==> src/rtl/bubble_sort_pkg.sv <==
// Shared definitions for the bubble-sort engine: FSM state encoding,
// default sizing and the swap-counter width helper.
package bubble_sort_pkg;

    localparam int NUM_DEF   = 4;
    localparam int WIDTH_DEF = 4;

    typedef enum logic [1:0] {
        ST_IDLE     = 2'd0,
        ST_CMP      = 2'd1,
        ST_PASS_END = 2'd2,
        ST_DONE     = 2'd3
    } state_e;

    // Width needed to count every swap of a worst-case (reversed) input.
    function automatic int swpw_f(input int n);
        return $clog2(n * (n - 1) / 2 + 1);
    endfunction

endpackage

==> src/rtl/bubble_sort_ctrl_compare_swap.sv <==
// Combinational compare-swap cell: orders one pair of unsigned values.
// Equal values are left in place, which keeps the sort stable.
module compare_swap #(
    parameter int WIDTH = 4
) (
    input  logic [WIDTH-1:0] a,
    input  logic [WIDTH-1:0] b,
    output logic [WIDTH-1:0] lo,
    output logic [WIDTH-1:0] hi,
    output logic             swapped
);

    assign swapped = (a > b);
    assign lo      = swapped ? b : a;
    assign hi      = swapped ? a : b;

endmodule

==> src/rtl/bubble_sort_ctrl.sv <==
// Sequential bubble-sort engine: one compare-swap per clock over an internal
// register array, start/busy/done handshake, sorted result held until the
// next done. Define BUBBLE_SORT_EARLY_EXIT_EN to finish as soon as a full
// pass makes no swaps; by default every pass runs and latency is fixed.
module bubble_sort_ctrl
    import bubble_sort_pkg::*;
#(
    parameter  int NUM   = NUM_DEF,
    parameter  int WIDTH = WIDTH_DEF,
    localparam int SWPW  = swpw_f(NUM)
) (
    input  logic                 clk,
    input  logic                 rst_n,
    input  logic                 start,
    input  logic [NUM*WIDTH-1:0] unsort_in,
    output logic                 busy,
    output logic                 done,
    output logic [NUM*WIDTH-1:0] sort_out,
    output logic [SWPW-1:0]      swap_cnt
);

    localparam int IW = $clog2(NUM);

    localparam logic [1:0] IDLE     = ST_IDLE;
    localparam logic [1:0] CMP      = ST_CMP;
    localparam logic [1:0] PASS_END = ST_PASS_END;
    localparam logic [1:0] DONE     = ST_DONE;

    localparam logic [IW-1:0] LAST_PASS = IW'(NUM - 2);

    logic [1:0]       state_q, state_d;
    logic [WIDTH-1:0] arr_q [NUM];
    logic [WIDTH-1:0] arr_d [NUM];
    logic [WIDTH-1:0] sort_q [NUM];
    logic [WIDTH-1:0] sort_d [NUM];
    logic [WIDTH-1:0] unsort_arr [NUM];
    logic [IW-1:0]    pass_q, pass_d;
    logic [IW-1:0]    j_q, j_d;
    logic [IW-1:0]    jp1;
    logic [IW-1:0]    last_j;
    logic [SWPW-1:0]  cnt_q, cnt_d;
    logic [SWPW-1:0]  swap_cnt_q, swap_cnt_d;
`ifdef BUBBLE_SORT_EARLY_EXIT_EN
    logic             swf_q, swf_d;
`endif
    logic [WIDTH-1:0] cs_lo, cs_hi;
    logic             cs_swap;

    // Flat port buses to/from per-element arrays.
    generate
        for (genvar gi = 0; gi < NUM; gi++) begin : g_pack
            assign unsort_arr[gi]                 = unsort_in[gi*WIDTH +: WIDTH];
            assign sort_out[gi*WIDTH +: WIDTH]    = sort_q[gi];
        end
    endgenerate

    assign jp1    = j_q + 1'b1;
    // Each pass bubbles the largest remaining value to the top, so the
    // compare window shrinks by one per pass.
    assign last_j = LAST_PASS - pass_q;

    compare_swap #(.WIDTH(WIDTH)) u_cs (
        .a       (arr_q[j_q]),
        .b       (arr_q[jp1]),
        .lo      (cs_lo),
        .hi      (cs_hi),
        .swapped (cs_swap)
    );

    assign busy     = (state_q == CMP) || (state_q == PASS_END);
    assign done     = (state_q == DONE);
    assign swap_cnt = swap_cnt_q;

    // Next-state and datapath update for the sort FSM.
    always_comb begin
        state_d    = state_q;
        arr_d      = arr_q;
        sort_d     = sort_q;
        pass_d     = pass_q;
        j_d        = j_q;
        cnt_d      = cnt_q;
        swap_cnt_d = swap_cnt_q;
`ifdef BUBBLE_SORT_EARLY_EXIT_EN
        swf_d      = swf_q;
`endif
        case (state_q)
            IDLE: begin
                if (start) begin
                    arr_d   = unsort_arr;
                    pass_d  = '0;
                    j_d     = '0;
                    cnt_d   = '0;
`ifdef BUBBLE_SORT_EARLY_EXIT_EN
                    swf_d   = 1'b0;
`endif
                    state_d = CMP;
                end
            end
            CMP: begin
                if (cs_swap) begin
                    arr_d[j_q] = cs_lo;
                    arr_d[jp1] = cs_hi;
                    cnt_d      = cnt_q + 1'b1;
`ifdef BUBBLE_SORT_EARLY_EXIT_EN
                    swf_d      = 1'b1;
`endif
                end
                if (j_q == last_j) begin
                    state_d = PASS_END;
                end else begin
                    j_d = j_q + 1'b1;
                end
            end
            PASS_END: begin
`ifdef BUBBLE_SORT_EARLY_EXIT_EN
                if ((pass_q == LAST_PASS) || !swf_q) begin
`else
                if (pass_q == LAST_PASS) begin
`endif
                    sort_d     = arr_q;
                    swap_cnt_d = cnt_q;
                    state_d    = DONE;
                end else begin
                    pass_d  = pass_q + 1'b1;
                    j_d     = '0;
`ifdef BUBBLE_SORT_EARLY_EXIT_EN
                    swf_d   = 1'b0;
`endif
                    state_d = CMP;
                end
            end
            DONE: begin
                state_d = IDLE;
            end
            default: begin
                state_d = IDLE;
            end
        endcase
    end

    // State registers; reset aborts any sort in flight and clears outputs.
    always_ff @(posedge clk or negedge rst_n) begin
        if (!rst_n) begin
            state_q    <= IDLE;
            pass_q     <= '0;
            j_q        <= '0;
            cnt_q      <= '0;
            swap_cnt_q <= '0;
`ifdef BUBBLE_SORT_EARLY_EXIT_EN
            swf_q      <= 1'b0;
`endif
            for (int i = 0; i < NUM; i++) begin
                arr_q[i]  <= '0;
                sort_q[i] <= '0;
            end
        end else begin
            state_q    <= state_d;
            pass_q     <= pass_d;
            j_q        <= j_d;
            cnt_q      <= cnt_d;
            swap_cnt_q <= swap_cnt_d;
`ifdef BUBBLE_SORT_EARLY_EXIT_EN
            swf_q      <= swf_d;
`endif
            arr_q      <= arr_d;
            sort_q     <= sort_d;
        end
    end

endmodule

==> config.mk <==
export PLATFORM = sky130hd
export DESIGN_NAME = bubble_sort_ctrl
export DESIGN_NICKNAME = d
export VERILOG_FILES = /design/src/rtl/bubble_sort_pkg.sv /design/src/rtl/bubble_sort_ctrl_compare_swap.sv /design/src/rtl/bubble_sort_ctrl.sv
export SDC_FILE = /design/constraint.sdc
export NUM_CORES = 1
export LEC_CHECK = 0
export BUFFER_PORTS_ARGS = -buffer_cell sky130_fd_sc_hd__buf_4
export CORE_AREA = 2 2 65 98
export DETAILED_ROUTE_END_ITERATION = 8
export DIE_AREA = 0 0 67 100
export GPL_TIMING_DRIVEN = 0
export PLACE_DENSITY = 0.7
export SLEW_MARGIN = 10
export SYNTH_ARGS = -nofsm -noshare
export SYNTH_HDL_FRONTEND = slang
export SYNTH_HIERARCHICAL = 1
export SYNTH_SLANG_ARGS = --single-unit
==> constraint.sdc <==
create_clock -name clk -period 6.11 [get_ports clk]
set_input_delay 1.222 -clock clk [delete_from_list [all_inputs] [get_ports clk]]
set_output_delay 1.222 -clock clk [all_outputs]
set_load 0.1 [all_outputs]
==> metrics.csv, run 1 <==
stage;metric;value;unit
run_status;status;finished clean;
route;drt_wl_total;6.81;mm
logic_synthesis;seq_area_frac_synth;38.4;%
route;post-route-drc-count;0;
logic_synthesis;synth_area;0.00287;sq mm
cells_and_area;drive_gt1_share;37.3;%
logic_synthesis;synth-edff-count;0;
floorplan;io_pins;40;
timing;slew_violations;0;
logic_synthesis;syn_inst;265;
placed_design;placed_area;0.00326;sq mm
placed_design;hpwlAfterDp;4.88;mm
floorplan;die_w;67;microns
route;via_count;2207;
setup_path;crit_type;flip-flop to flip-flop;
timing;period_share;69.0;%
global_routing;gr-usage-all-layers;22.3;%
logic_synthesis;synthFlopType;dfrtp_1;
timing;rsz0062_at_grt;false;
logic_synthesis;ys_warn_count;6;
clock_tree;h-tree-depth;2;
logic_synthesis;synth.distinct_cells;37;
timing;slew_headroom;60.7;%
logic_synthesis;synth_area_per_cell;10.8;sq um
timing;worst_pin_slew;0.589;ns
cells_and_area;post-route-util;56.3;%
logic_synthesis;synth_nets;301;
global_routing;grt_max_degree;45;
timing;tns;0;ns
cells_and_area;fillers;572;
floorplan;start_util;48.2;%
placed_design;gp_congestion;0.852;
timing;finalHoldViolCount;0;
clock_tree;path_clk_slew;0.08;ns
cells_and_area;final_area;0.00335;sq mm
setup_path;required;6.30;ns
route;drt_iter0_markers;135;
clock_tree;postCtsHoldBufs;0;
floorplan;rows;35;
setup_path;crit_fanout;10;
timing;clock-skew-final;0.0102;ns
clock_tree;worstSkewPairLatency;0.31;ns
clock_tree;clock-root-buffer;clkbuf_8;
logic_synthesis;synth.most_common_cell;dfrtp_1;
route;antenna_left;0;
min_path;min_path_type;flip-flop to flip-flop;
route;viasPerCell;5.73;
flow_run;drv_cap;0;
floorplan;die_area;0.00670;sq mm
logic_synthesis;ys_async_sr_fraction;100;%
logic_synthesis;ys_ff_latch;44;
global_routing;grt-ovfl-total;0;
setup_path;end_kind;flip-flop;
route;dr.pass1.iters;5;
timing;fmax;237;MHz
timing;fin_crit;4.22;ns
clock_tree;cts_resized;0;
logic_synthesis;synth.top_cell.area_share;38.4;%
logic_synthesis;synth_common_cells;dfrtp_1 (44), mux2_2 (41), nor2_1 (23);
clock_tree;cts_buffer_depth;2;
clock_tree;clock_sink_count;44;
cells_and_area;nNetsFinal;347;
cells_and_area;n_antenna_cell;0;
route;wire_per_inst;17.7;microns
global_routing;grt_pass1_vias;2266;
logic_synthesis;yosys.area.top_type;dfrtp_1;
setup_path;worstPathArrival;4.40;ns
clock_tree;cts_setup_buffers;0;
floorplan;design.core.area;0.00596;sq mm
placed_design;portBuffers;39;
floorplan;die_h;100;microns
clock_tree;cts_tree;done;
logic_synthesis;yosys-top-cells-area;dfrtp_1 (38%), mux2_2 (16%), ha_1 (7.4%), mux4_2 (6.3%), a22oi_1 (3.1%);
clock_tree;numCtsBuffers;5;
timing;setup_viol;0;
global_routing;antenna_found_initial;0;
global_routing;grt_pass1_wl;11.2;mm
cells_and_area;area_growth;16.8;%
setup_path;crit_path_start_kind;flip-flop;
-- placed cells by master (no fill, tap or decap), types with 2 or more instances in the layout --
cell type	instances
o2bb2ai_1	2
buf_2	9
a22oi_1	12
clkbuf_8	7
nor2b_1	5
a21oi_1	14
a221oi_1	2
a31oi_1	5
nand2_1	18
buf_4	40
mux2i_1	4
nor2_1	23
mux2_2	41
ha_1	17
o21ai_0	14
nand3_1	5
a21oi_4	5
dfrtp_1	44
inv_1	12
nand3b_1	5
mux4_2	8
xnor2_1	2
nand2b_1	2
-- layer usage --
metal,GRT usage (%),vias to the layer above,wire length [microns]
li1,-,1055,-
met1,25.8,1086,2630
met2,39.7,57,3750
met3,3.36,9,325
met4,9.89,0,104
met5,0,-,0
-- critical path, stage by stage (launching register included) --
cell and delay [ns]:
dfrtp_1 0.46, buf_2 0.35, inv_1 0.18, ha_1 0.52, mux4_2 0.58, inv_1 0.08, ha_1 0.26, and4_2 0.26
a21oi_4 0.31, buf_2 0.27, o21ai_0 0.17, a21oi_4 0.30, mux2_2 0.37
-- area by class of cell --
cell class              count  area, sq um  share of cell area [%]
plain buffers              13         65.1                    1.94
well taps                  74         92.6                    2.76
inverters                  12         45.0                    1.34
repair buffers             39          293                    8.73
multi-input cells         196         1660                    49.5
flip-flops and latches     44         1100                    32.8
clock buffers               7         96.3                    2.87
-- state kept, by name, indices dropped and copies added (netlist names) --
signal / count
arr_q: 16
sort_out: 16
cnt_q: 3
swap_cnt: 3
j_q: 2
pass_q: 2
state_q: 2
-- kinds of logic (layout without fill, tap and decap cells) --
kind of cell	after synthesis	count (layout)	share of synthesized area (%)
xor+xnor	2	2	0.610
simple gates	60	60	9.72
compound gates	64	64	16.3
buf+inv	25	71	3.84
flops	44	44	38.4
fa+ha+maj	17	17	7.41
mux	53	53	23.8
-- final timing paths --
path	end	startpoint	slack [ns]	depth (start not counted)
worst max register to register	arr_q[7]	j_q[0]	1.89	12
worst min-delay path	swap_cnt[1]	swap_cnt[1]	0.49	2
min in group asynchronous	arr_q[15]	rst_n	0.91	1
worst min register to register	swap_cnt[1]	swap_cnt[1]	0.49	2
max in group asynchronous	arr_q[7]	rst_n	4.80	1
worst max-delay path	arr_q[7]	j_q[0]	1.89	12
-- through the flow --
step	hold slack (ns)	setup WS (ns)	std cells
2_1_floorplan	0.511	2.51	265
6_report	0.490	1.89	385
3_5_place_dp	0.481	1.93	378
4_1_cts	0.499	1.89	385
3_3_place_gp	0.476	1.97	378
5_1_grt	0.532	1.71	385
Power of run 1 is left out: the tool's default activity adds up to more than one toggle a clock period on the data nets, which glitch-free logic cannot reach.
==> run 2: changes to the inputs <==
==> constraint.sdc (replaced) <==
create_clock -name clk -period 4.4 [get_ports clk]
set_input_delay 0.88 -clock clk [delete_from_list [all_inputs] [get_ports clk]]
set_output_delay 0.88 -clock clk [all_outputs]
set_load 0.1 [all_outputs]
==> metrics.csv, run 2 (synthesis gave the netlist of run 1 again) <==
stage;metric;value;unit;change
setup_path;end_kind;flip-flop;;unchanged
timing;tns;0;ns;unchanged
min_path;hold_path_depth;2;;unchanged
clock_tree;path_clk_slew;0.08;ns;about the same
route;via_count;2212;;was 2207
timing;worst_pin_slew;0.580;ns;was 0.589 ns
floorplan;rows;35;;unchanged
global_routing;gr-usage-all-layers;22.3;%;unchanged
route;drt_iter0_markers;128;;was 135
cells_and_area;final_common_cell;dfrtp_1;;unchanged
timing;slew_headroom;61.3;%;was 60.7%
clock_tree;clock-root-buffer;clkbuf_8;;unchanged
placed_design;hpwlAfterDp;4.88;mm;unchanged
timing;period_share;95.0;%;was 69.0%
timing;finalHoldViolCount;0;;unchanged
floorplan;die_area;0.00670;sq mm;unchanged
cells_and_area;area_growth;16.9;%;was 16.8%
clock_tree;worstSkewPairLatency;0.30;ns;was 0.31 ns
clock_tree;h-tree-depth;2;;unchanged
cells_and_area;layout_common_cells;dfrtp_1 (44), mux2_2 (41), buf_4 (40), nor2_1 (23), nand2_1 (18);;unchanged
setup_path;r2r-end;arr_q[4];;was arr_q[7]
timing;rsz0062_at_grt;false;;unchanged
flow_run;drv_cap;0;;unchanged
min_path;whs_endpoint;swap_cnt[1];;unchanged
setup_path;timing.rr.start;j_q[0];;unchanged
placed_design;portBuffers;39;;unchanged
floorplan;io_pins;40;;unchanged
setup_path;reg2reg_depth;12;;unchanged
global_routing;antenna_found_initial;0;;unchanged
cells_and_area;n_antenna_cell;0;;unchanged
route;viasPerCell;5.75;;was 5.73
timing;slew_violations;0;;unchanged
placed_design;gp_congestion;0.852;;unchanged
global_routing;grt_pass1_vias;2266;;unchanged
floorplan;start_util;48.2;%;unchanged
route;dr.pass1.iters;4;;was 5
clock_tree;numCtsBuffers;5;;unchanged
floorplan;die_w;67;microns;unchanged
setup_path;required;4.59;ns;was 6.30 ns
cells_and_area;drive_gt1_share;37.6;%;was 37.3%
setup_path;crit_type;flip-flop to flip-flop;;unchanged
floorplan;die_h;100;microns;unchanged
run_status;status;finished clean;;unchanged
clock_tree;cts_buffer_depth;2;;unchanged
setup_path;crit_fanout;10;;unchanged
clock_tree;cts_setup_buffers;0;;unchanged
clock_tree;postCtsHoldBufs;0;;unchanged
timing;fin_crit;4.18;ns;was 4.22 ns
route;wire_per_inst;17.7;microns;about the same
setup_path;ff2ff_setup_slack;0.22;ns;was 1.89 ns
global_routing;grt_pass1_wl;11.2;mm;unchanged
min_path;min_path_type;flip-flop to flip-flop;;unchanged
route;post-route-drc-count;0;;unchanged
timing;clock-skew-final;0.00936;ns;was 0.0102 ns
timing;setup_viol;0;;unchanged
setup_path;crit_path_start_kind;flip-flop;;unchanged
clock_tree;clock_sink_count;44;;unchanged
min_path;hp-start;swap_cnt[1];;unchanged
global_routing;grt-ovfl-total;0;;unchanged
route;drt_wl_total;6.83;mm;was 6.81 mm
clock_tree;cts_tree;done;;unchanged
timing;fmax;239;MHz;was 237 MHz
route;antenna_left;0;;unchanged
global_routing;grt_max_degree;45;;unchanged
cells_and_area;nNetsFinal;347;;unchanged
setup_path;worstPathArrival;4.37;ns;was 4.40 ns
floorplan;design.core.area;0.00596;sq mm;unchanged
run 2: cell counts in the layout (fill, tap and decap cells not counted):
Identical to the previous run, type by type.
run 2: how the worst max path moves through the flow:
stage,from,end,slack (ns),cells past startpoint
6_report,j_q[0],arr_q[4],0.22,12
3_5_place_dp,j_q[0],arr_q[4],0.22,12
3_3_place_gp,j_q[0],arr_q[5],0.26,12
4_1_cts,j_q[0],arr_q[4],0.18,12
2_1_floorplan,j_q[0],arr_q[3],0.80,12
5_1_grt,j_q[0],arr_q[7],0.08,12
run 2: layer usage:
metal	global-route usage, %	vias up	part of all wire [%]	wire (microns)
met5	0	-	0	0
met4	9.89	0	2.3	154
met3	3.36	12	5.2	354
met2	39.7	62	54	3680
met1	25.8	1081	39	2640
li1	-	1057	-	-
run 2: layout make-up:
cell class	count	area [sq um]
buffer	13	65.1
tap	74	92.6
fill	572	2600
sequential	44	1100
multi-input combinational	196	1660
timing repair buffer	39	293
inverter	12	45.0
clock buffer	7	96.3
run 2: stage by stage:
step                area, sq um  worst slack (ns)  std cells  util [%]  hold WS (ns)
CTS                        3350             0.184        385      56.3         0.499
finish                     3350             0.218        385      56.3         0.489
global route               3350            0.0775        385      56.3         0.532
global placement           3260             0.259        378      54.7         0.476
detailed placement         3260             0.223        378      54.7         0.481
floorplan                  2870             0.797        265         -         0.511
run 2: timing repair:
action,4_1_cts,5_1_grt
endpoints found under the hold margin,0,0
endpoints found under the setup margin,0,1
resized for setup,0,1
run 2: worst max-delay path, stage by stage, from the launching register on:
cell and delay [ns]:
dfrtp_1 0.47, buf_2 0.35, inv_1 0.19, ha_2 0.48, mux4_2 0.56, inv_1 0.08
ha_1 0.26, and4_2 0.26, a21oi_4 0.31, buf_2 0.27, o21ai_0 0.17, a21oi_4 0.29
mux2_2 0.37
Power of run 2 is left out for the same reason.
